[src/rtl/pipe_ctrl_if.sv]
// pipe_ctrl_if: bundle between the stall controller and the CPU pipeline / I/O device.
//
//   stallreq_id  ID-stage load-use stall request
//   stallreq_ex  EX-stage multi-cycle stall request
//   ex_in/ex_out EX holds an IN / OUT instruction
//   io_ack       device acknowledge (level)
//   stall[5:0]   stall vector, bit0 PC .. bit5 WB, 1 = stop
//   io_req       device request
//   io_dir       transfer direction, 1 = OUT
//   io_done      one-cycle completion pulse to EX
//   io_timeout   sticky device timeout flag
//   stall_cnt    saturating count of PC-stall cycles
//
// The master modport is the controller side; slave is the pipeline/device side.
// CNT_W must match the CNT_W of the pipe_ctrl instance it is bound to.
interface pipe_ctrl_if #(
  parameter int CNT_W = 32
);
  logic             stallreq_id;
  logic             stallreq_ex;
  logic             ex_in;
  logic             ex_out;
  logic             io_ack;
  logic [5:0]       stall;
  logic             io_req;
  logic             io_dir;
  logic             io_done;
  logic             io_timeout;
  logic [CNT_W-1:0] stall_cnt;

  modport master (
    input  stallreq_id, stallreq_ex, ex_in, ex_out, io_ack,
    output stall, io_req, io_dir, io_done, io_timeout, stall_cnt
  );

  modport slave (
    output stallreq_id, stallreq_ex, ex_in, ex_out, io_ack,
    input  stall, io_req, io_dir, io_done, io_timeout, stall_cnt
  );
endinterface

[src/rtl/pipe_ctrl.sv]
// pipe_ctrl: central stall controller of the 5-stage CPU.
//
// Merges the ID load-use and EX multi-cycle stall requests into the 6-bit stall
// vector, runs the IN/OUT device handshake (IDLE -> REQ -> DONE) and counts
// cycles in which the PC is stalled.
//
// Ports:
//   clk  system clock, rising edge
//   rst  synchronous reset, active low
//   bus  pipe_ctrl_if.master (stall requests, I/O handshake, stall vector, counter)
//
// Optional feature, macro PIPE_CTRL_IO_TIMEOUT_EN: when defined, a REQ that sees
// no io_ack for IO_TIMEOUT_CYCLES cycles is force-completed and io_timeout is set
// (sticky until reset). When undefined, REQ waits for io_ack indefinitely and
// io_timeout is tied low.
module pipe_ctrl #(
  parameter int CNT_W             = 32,
  parameter int IO_TIMEOUT_CYCLES = 255
) (
  input  logic        clk,
  input  logic        rst,
  pipe_ctrl_if.master bus
);

  typedef enum logic [1:0] {
    IDLE = 2'd0,
    REQ  = 2'd1,
    DONE = 2'd2
  } state_t;

  state_t           state;
  logic             io_req_q;
  logic             io_dir_q;
  logic             io_done_q;
  logic [CNT_W-1:0] stall_cnt_q;
  logic             io_pend;
  logic             stall_io;
  logic             to_hit;
  logic [5:0]       stall_v;

  function automatic logic [CNT_W-1:0] sat_inc(input logic [CNT_W-1:0] v);
    if (&v) return v;
    return v + CNT_W'(1);
  endfunction

  assign io_pend = bus.ex_in | bus.ex_out;

  // DONE deliberately does not stall on I/O so EX/MEM captures the instruction
  // in the same cycle io_done is presented to EX.
  always_comb begin
    stall_io = ((state == IDLE) && io_pend) || (state == REQ);
    if (!rst)
      stall_v = 6'b000000;
    else if (stall_io || bus.stallreq_ex)
      stall_v = 6'b001111;
    else if (bus.stallreq_id)
      stall_v = 6'b000111;
    else
      stall_v = 6'b000000;
  end

`ifdef PIPE_CTRL_IO_TIMEOUT_EN
  localparam int              TO_W    = $clog2(IO_TIMEOUT_CYCLES + 1);
  localparam logic [TO_W-1:0] TO_LAST = TO_W'(IO_TIMEOUT_CYCLES - 1);

  logic [TO_W-1:0] to_cnt;
  logic            io_timeout_q;

  // to_cnt counts completed ack-less REQ cycles; the cycle that would make it
  // reach IO_TIMEOUT_CYCLES forces completion instead.
  assign to_hit = (to_cnt == TO_LAST);

  always_ff @(posedge clk) begin
    if (!rst) begin
      to_cnt       <= '0;
      io_timeout_q <= 1'b0;
    end else if ((state == IDLE) && io_pend) begin
      to_cnt <= '0;
    end else if ((state == REQ) && !bus.io_ack) begin
      if (to_hit)
        io_timeout_q <= 1'b1;
      else
        to_cnt <= to_cnt + TO_W'(1);
    end
  end

  assign bus.io_timeout = io_timeout_q;
`else
  localparam int unused_to_cycles = IO_TIMEOUT_CYCLES;

  assign to_hit         = 1'b0;
  assign bus.io_timeout = 1'b0;
`endif

  always_ff @(posedge clk) begin
    if (!rst) begin
      state     <= IDLE;
      io_req_q  <= 1'b0;
      io_dir_q  <= 1'b0;
      io_done_q <= 1'b0;
    end else begin
      io_done_q <= 1'b0;
      case (state)
        IDLE: begin
          if (io_pend) begin
            state    <= REQ;
            io_req_q <= 1'b1;
            io_dir_q <= bus.ex_out;  // OUT wins if both are flagged
          end
        end
        REQ: begin
          // ack is checked first so it beats a coincident timeout
          if (bus.io_ack || to_hit) begin
            state     <= DONE;
            io_req_q  <= 1'b0;
            io_done_q <= 1'b1;
          end
        end
        DONE:    state <= IDLE;
        default: state <= IDLE;
      endcase
    end
  end

  always_ff @(posedge clk) begin
    if (!rst)
      stall_cnt_q <= '0;
    else if (stall_v[0])
      stall_cnt_q <= sat_inc(stall_cnt_q);
  end

  assign bus.stall     = stall_v;
  assign bus.io_req    = io_req_q;
  assign bus.io_dir    = io_dir_q;
  assign bus.io_done   = io_done_q;
  assign bus.stall_cnt = stall_cnt_q;

endmodule

[src/flat_wrapper.sv]
// flat-port wrapper written by rule: the top's interface ports become plain ports
module pipe_ctrl_flat 
#(
  parameter int CNT_W             = 32,
  parameter int IO_TIMEOUT_CYCLES = 255
)
  (clk, rst, bus_stallreq_id, bus_stallreq_ex, bus_ex_in, bus_ex_out, bus_io_ack, bus_stall, bus_io_req, bus_io_dir, bus_io_done, bus_io_timeout, bus_stall_cnt);
  pipe_ctrl_if #(.CNT_W(CNT_W)) bus_i ();
  input  logic clk;
  input  logic rst;
  input wire logic [$bits(bus_i.stallreq_id)-1:0] bus_stallreq_id;
  input wire logic [$bits(bus_i.stallreq_ex)-1:0] bus_stallreq_ex;
  input wire logic [$bits(bus_i.ex_in)-1:0] bus_ex_in;
  input wire logic [$bits(bus_i.ex_out)-1:0] bus_ex_out;
  input wire logic [$bits(bus_i.io_ack)-1:0] bus_io_ack;
  output wire logic [$bits(bus_i.stall)-1:0] bus_stall;
  output wire logic [$bits(bus_i.io_req)-1:0] bus_io_req;
  output wire logic [$bits(bus_i.io_dir)-1:0] bus_io_dir;
  output wire logic [$bits(bus_i.io_done)-1:0] bus_io_done;
  output wire logic [$bits(bus_i.io_timeout)-1:0] bus_io_timeout;
  output wire logic [$bits(bus_i.stall_cnt)-1:0] bus_stall_cnt;
  assign bus_i.stallreq_id = bus_stallreq_id;
  assign bus_i.stallreq_ex = bus_stallreq_ex;
  assign bus_i.ex_in = bus_ex_in;
  assign bus_i.ex_out = bus_ex_out;
  assign bus_i.io_ack = bus_io_ack;
  assign bus_stall = bus_i.stall;
  assign bus_io_req = bus_i.io_req;
  assign bus_io_dir = bus_i.io_dir;
  assign bus_io_done = bus_i.io_done;
  assign bus_io_timeout = bus_i.io_timeout;
  assign bus_stall_cnt = bus_i.stall_cnt;
  pipe_ctrl #(.CNT_W(CNT_W), .IO_TIMEOUT_CYCLES(IO_TIMEOUT_CYCLES)) u_core (.clk(clk), .rst(rst), .bus(bus_i));
endmodule
[config.mk]
export PLATFORM = sky130hd
export DESIGN_NAME = pipe_ctrl_flat
export DESIGN_NICKNAME = d
export VERILOG_FILES = /design/src/rtl/pipe_ctrl_if.sv /design/src/rtl/pipe_ctrl.sv /design/src/flat_wrapper.sv
export SDC_FILE = /design/constraint.sdc
export NUM_CORES = 1
export LEC_CHECK = 0
export ABC_CLOCK_PERIOD_IN_PS = 1950
export CORE_UTILIZATION = 30
export CTS_BUF_LIST = sky130_fd_sc_hd__clkbuf_8
export CTS_CLUSTER_DIAMETER = 40
export DETAILED_ROUTE_END_ITERATION = 7
export PLACE_DENSITY = 0.63
export SLEW_MARGIN = 10
export SYNTH_ARGS = -nofsm -noshare
export SYNTH_HDL_FRONTEND = slang
export SYNTH_SLANG_ARGS = --single-unit
[constraint.sdc]
create_clock -name clk -period 1.95 [get_ports clk]
set_input_delay 0.2925 -clock clk [delete_from_list [all_inputs] [get_ports clk]]
set_output_delay 0.2925 -clock clk [all_outputs]
set_load 0.05 [all_outputs]
==> qor.csv <==
metric,value,unit
RePlAce Congestion,0.828,
Starting Density,0.314,
first-pass GRT wire length,9330,um
Max Cap Viol,0,
design area,3000,sq um
clock slew at reported path FFs,70,ps
Seq cells post-synth,37,
hold wc startpoint,u_core.bus.stall_cnt[6],
fin crit period,1910,ps
Fin Setup TNS,0,ps
synth warn,0,
DR iter-0 viols,113,
share of cells above drive strength 1,0.289,
Crit-path slowest cell,a211o_4,
hold crit path type,reg2reg,
Area Growth Syn to Fin,49.5,%
Pre-antenna DRT Iters,4,
FF-to-FF End,u_core.bus.stall_cnt[16],
antenna fix cells,0,
# clock sinks,37,
hold path endpoint,u_core.bus.stall_cnt[6],
Hold Path Depth,1,
Post-Syn Instances,246,
WL final,5850,um
final period utilization,0.978,
Die ar.,7020,sq um
cell taking the most area after synthesis,dfxtp_1,
Area after DPL,2790,sq um
crit-path max cell delay,400,ps
total grt overflow,0,
Crit path max-delay family,simple AND/OR/NAND/NOR gates,
pins over their slew limit,0,
worst slew pin tran,505,ps
final hold vios,0,
via count,2170,
leakage,1.11,nW
ys async rst share,0,
run status,"finished, final reports clean",
Worst R2R Path Depth,6,
number of setup violations in the final report,0,
Final #Nets,329,
Final ANT Viol Nets,0,
pre-CTS WS,-325,ps
Crit. End Element,flip-flop,
"top cells by count, synth","dfxtp_1, nand2_1, a21oi_1, nand3_1, nand4_1",
worst path cell trace,and4_2 > nand4_1 > a211o_4 > buf_4 > or3_1 > a21oi_1,
core area,6390,sq um
Worst-Skew Late Latency,290,ps
PortBufs,45,
initial antenna violation count,0,
synth top area cells,"dfxtp_1, mux2i_1, nand2_1",
final setup margin,43.2,ps
synth unique cells,44,
vias in the first global route,2004,
synthesized area per cell,8.15,sq um
H-Tree Depth,2,
required time of the critical path,2170,ps
clk_skew,4.40,ps
pin count of the biggest net entering global routing,23,
switching part of the total,0.283,
Yosys top cell area share,0.369,
CTS tree,yes,
VDD IR max,0.280,mV
Syn Std Cell Area,2010,sq um
io pins,49,
Internal Power,1.08,mW
RSZ-0062 raised after global routing,false,
largest fanout on the critical path,8,
Critical Path Source,u_core.bus.stall_cnt[6],
most common cell in the netlist,dfxtp_1,
Net Switching,428,uW
FF-to-FF setup slack,40,ps
Fillers,643,
"Seq/Total Area, Yosys",0.369,
Worst Path Buf+Inv,1,
clk buf depth,2,
reg2reg start,u_core.bus.stall_cnt[6],
post-route DRC violation count,0,
row cnt,29,
most common flop cell mapped by yosys,dfxtp_1,
Post-synth EDFFs,0,
logic gate share of total power,0.155,
gr usage total,0.164,
WP data arrival,2120,ps
routed vias/inst,5.44,
Num CTS Buffers,5,
Clock power frac,0.333,
hpwl dp,4290,um
Root Buffer,clkbuf_8,
slew margin rel.,0.662,
routed length per instance,14.7,um
Chip Height,83.8,um
Die X,83.8,um
Worst Setup Path Type,reg2reg,
crit path launch type,flip-flop,
PwrDens,504,nW/um^2
sequential power share,0.512,
Max Freq,524,MHz
-- metal layers --
layer | global-route usage | up-vias | share of wire | wire length [um]
met4 | 0.0570 | 0 | 0.0096 | 56
met3 | 0.0317 | 6 | 0.055 | 321
met2 | 0.281 | 63 | 0.48 | 2830
met1 | 0.204 | 1034 | 0.45 | 2650
li1 | - | 1067 | - | -
met5 | 0 | - | 0 | 0
-- logic make-up (layout without fill, tap and decap cells) --
kind of cell,after synthesis,count (layout),synth area share
AND/OR/NAND/NOR,125,125,0.349
AO/OA/AOI/OAI,49,49,0.158
flip-flops,37,37,0.369
buffers and inverters,21,95,0.0561
multiplexers,10,10,0.0499
XOR/XNOR,2,2,0.00874
adder cells (fa/ha/maj),1,1,0.00624
other,1,3,0.00187
-- cells in the final DEF (no fill, tap or decap), types with 9 or more instances in the layout --
cell type        count
a21oi_1             17
and3_1              10
buf_4               35
clkdlybuf4s50_1     38
dfxtp_2             20
dfxtp_4             12
mux2i_1             10
nand2_1             26
nand3_1             14
nand4_1             15
nor2_1              14
o31ai_1             10
or4_1                9
-- through the flow --
step	hold WS, ps	std cells	total power [mW]	util
4_1_cts	481	398	1.52	0.458
3_3_place_gp	453	388	1.00	0.437
6_report	486	399	1.51	0.470
2_1_floorplan	412	248	0.926	-
5_1_grt	505	399	1.57	0.470
3_5_place_dp	469	388	1.00	0.437
-- what timing repair did --
| action | CTS | global route |
|---|---|---|
| hold buffers | 0 | 0 |
| resized for setup | 15 | 12 |
| pin swaps | 2 | 7 |
| setup buffers | 2 | 1 |
| endpoints found under the setup margin | 7 | 20 |
-- worst max-delay path by stage --
| stage | to | slack (ps) | cells past startpoint |
|---|---|---|---|
| 5_1_grt | u_core.bus.stall_cnt[30] | 5 | 6 |
| 3_3_place_gp | u_core.bus.stall_cnt[16] | -260 | 7 |
| 2_1_floorplan | u_core.bus.stall_cnt[31] | -9 | 5 |
| 4_1_cts | u_core.bus.stall_cnt[31] | 6 | 6 |
| 6_report | u_core.bus.stall_cnt[16] | 40 | 6 |
| 3_5_place_dp | u_core.bus.stall_cnt[16] | -320 | 7 |
-- sequential cells by signal, summed over array words and instances, names as in the netlist --
signal and count:
u_core.state 2, u_core.bus.io_done 1, u_core.bus.stall_cnt 32, u_core.bus.io_dir 1
u_core.bus.io_req 1
-- power groups by stage --
stage          Clock [mW]  Combinational (mW)  Sequential (mW)
2_1_floorplan           0               0.104            0.823
4_1_cts             0.518               0.228            0.774
6_report            0.504               0.234            0.775
3_3_place_gp            0               0.209            0.791
5_1_grt             0.551               0.246            0.777
3_5_place_dp            0               0.210            0.791
-- layout make-up --
| class | instances | area [sq um] | area share |
|---|---|---|---|
| Clock inverter | 3 | 11.3 | 0.00375 |
| Clock buffer | 5 | 68.8 | 0.0229 |
| Tap cell | 77 | 96.3 | 0.0321 |
| Multi-Input combinational cell | 190 | 1240 | 0.412 |
| Sequential cell | 37 | 811 | 0.270 |
| Timing Repair Buffer | 82 | 757 | 0.252 |
| Inverter | 5 | 18.8 | 0.00626 |
(Power assumes the default switching activity.)
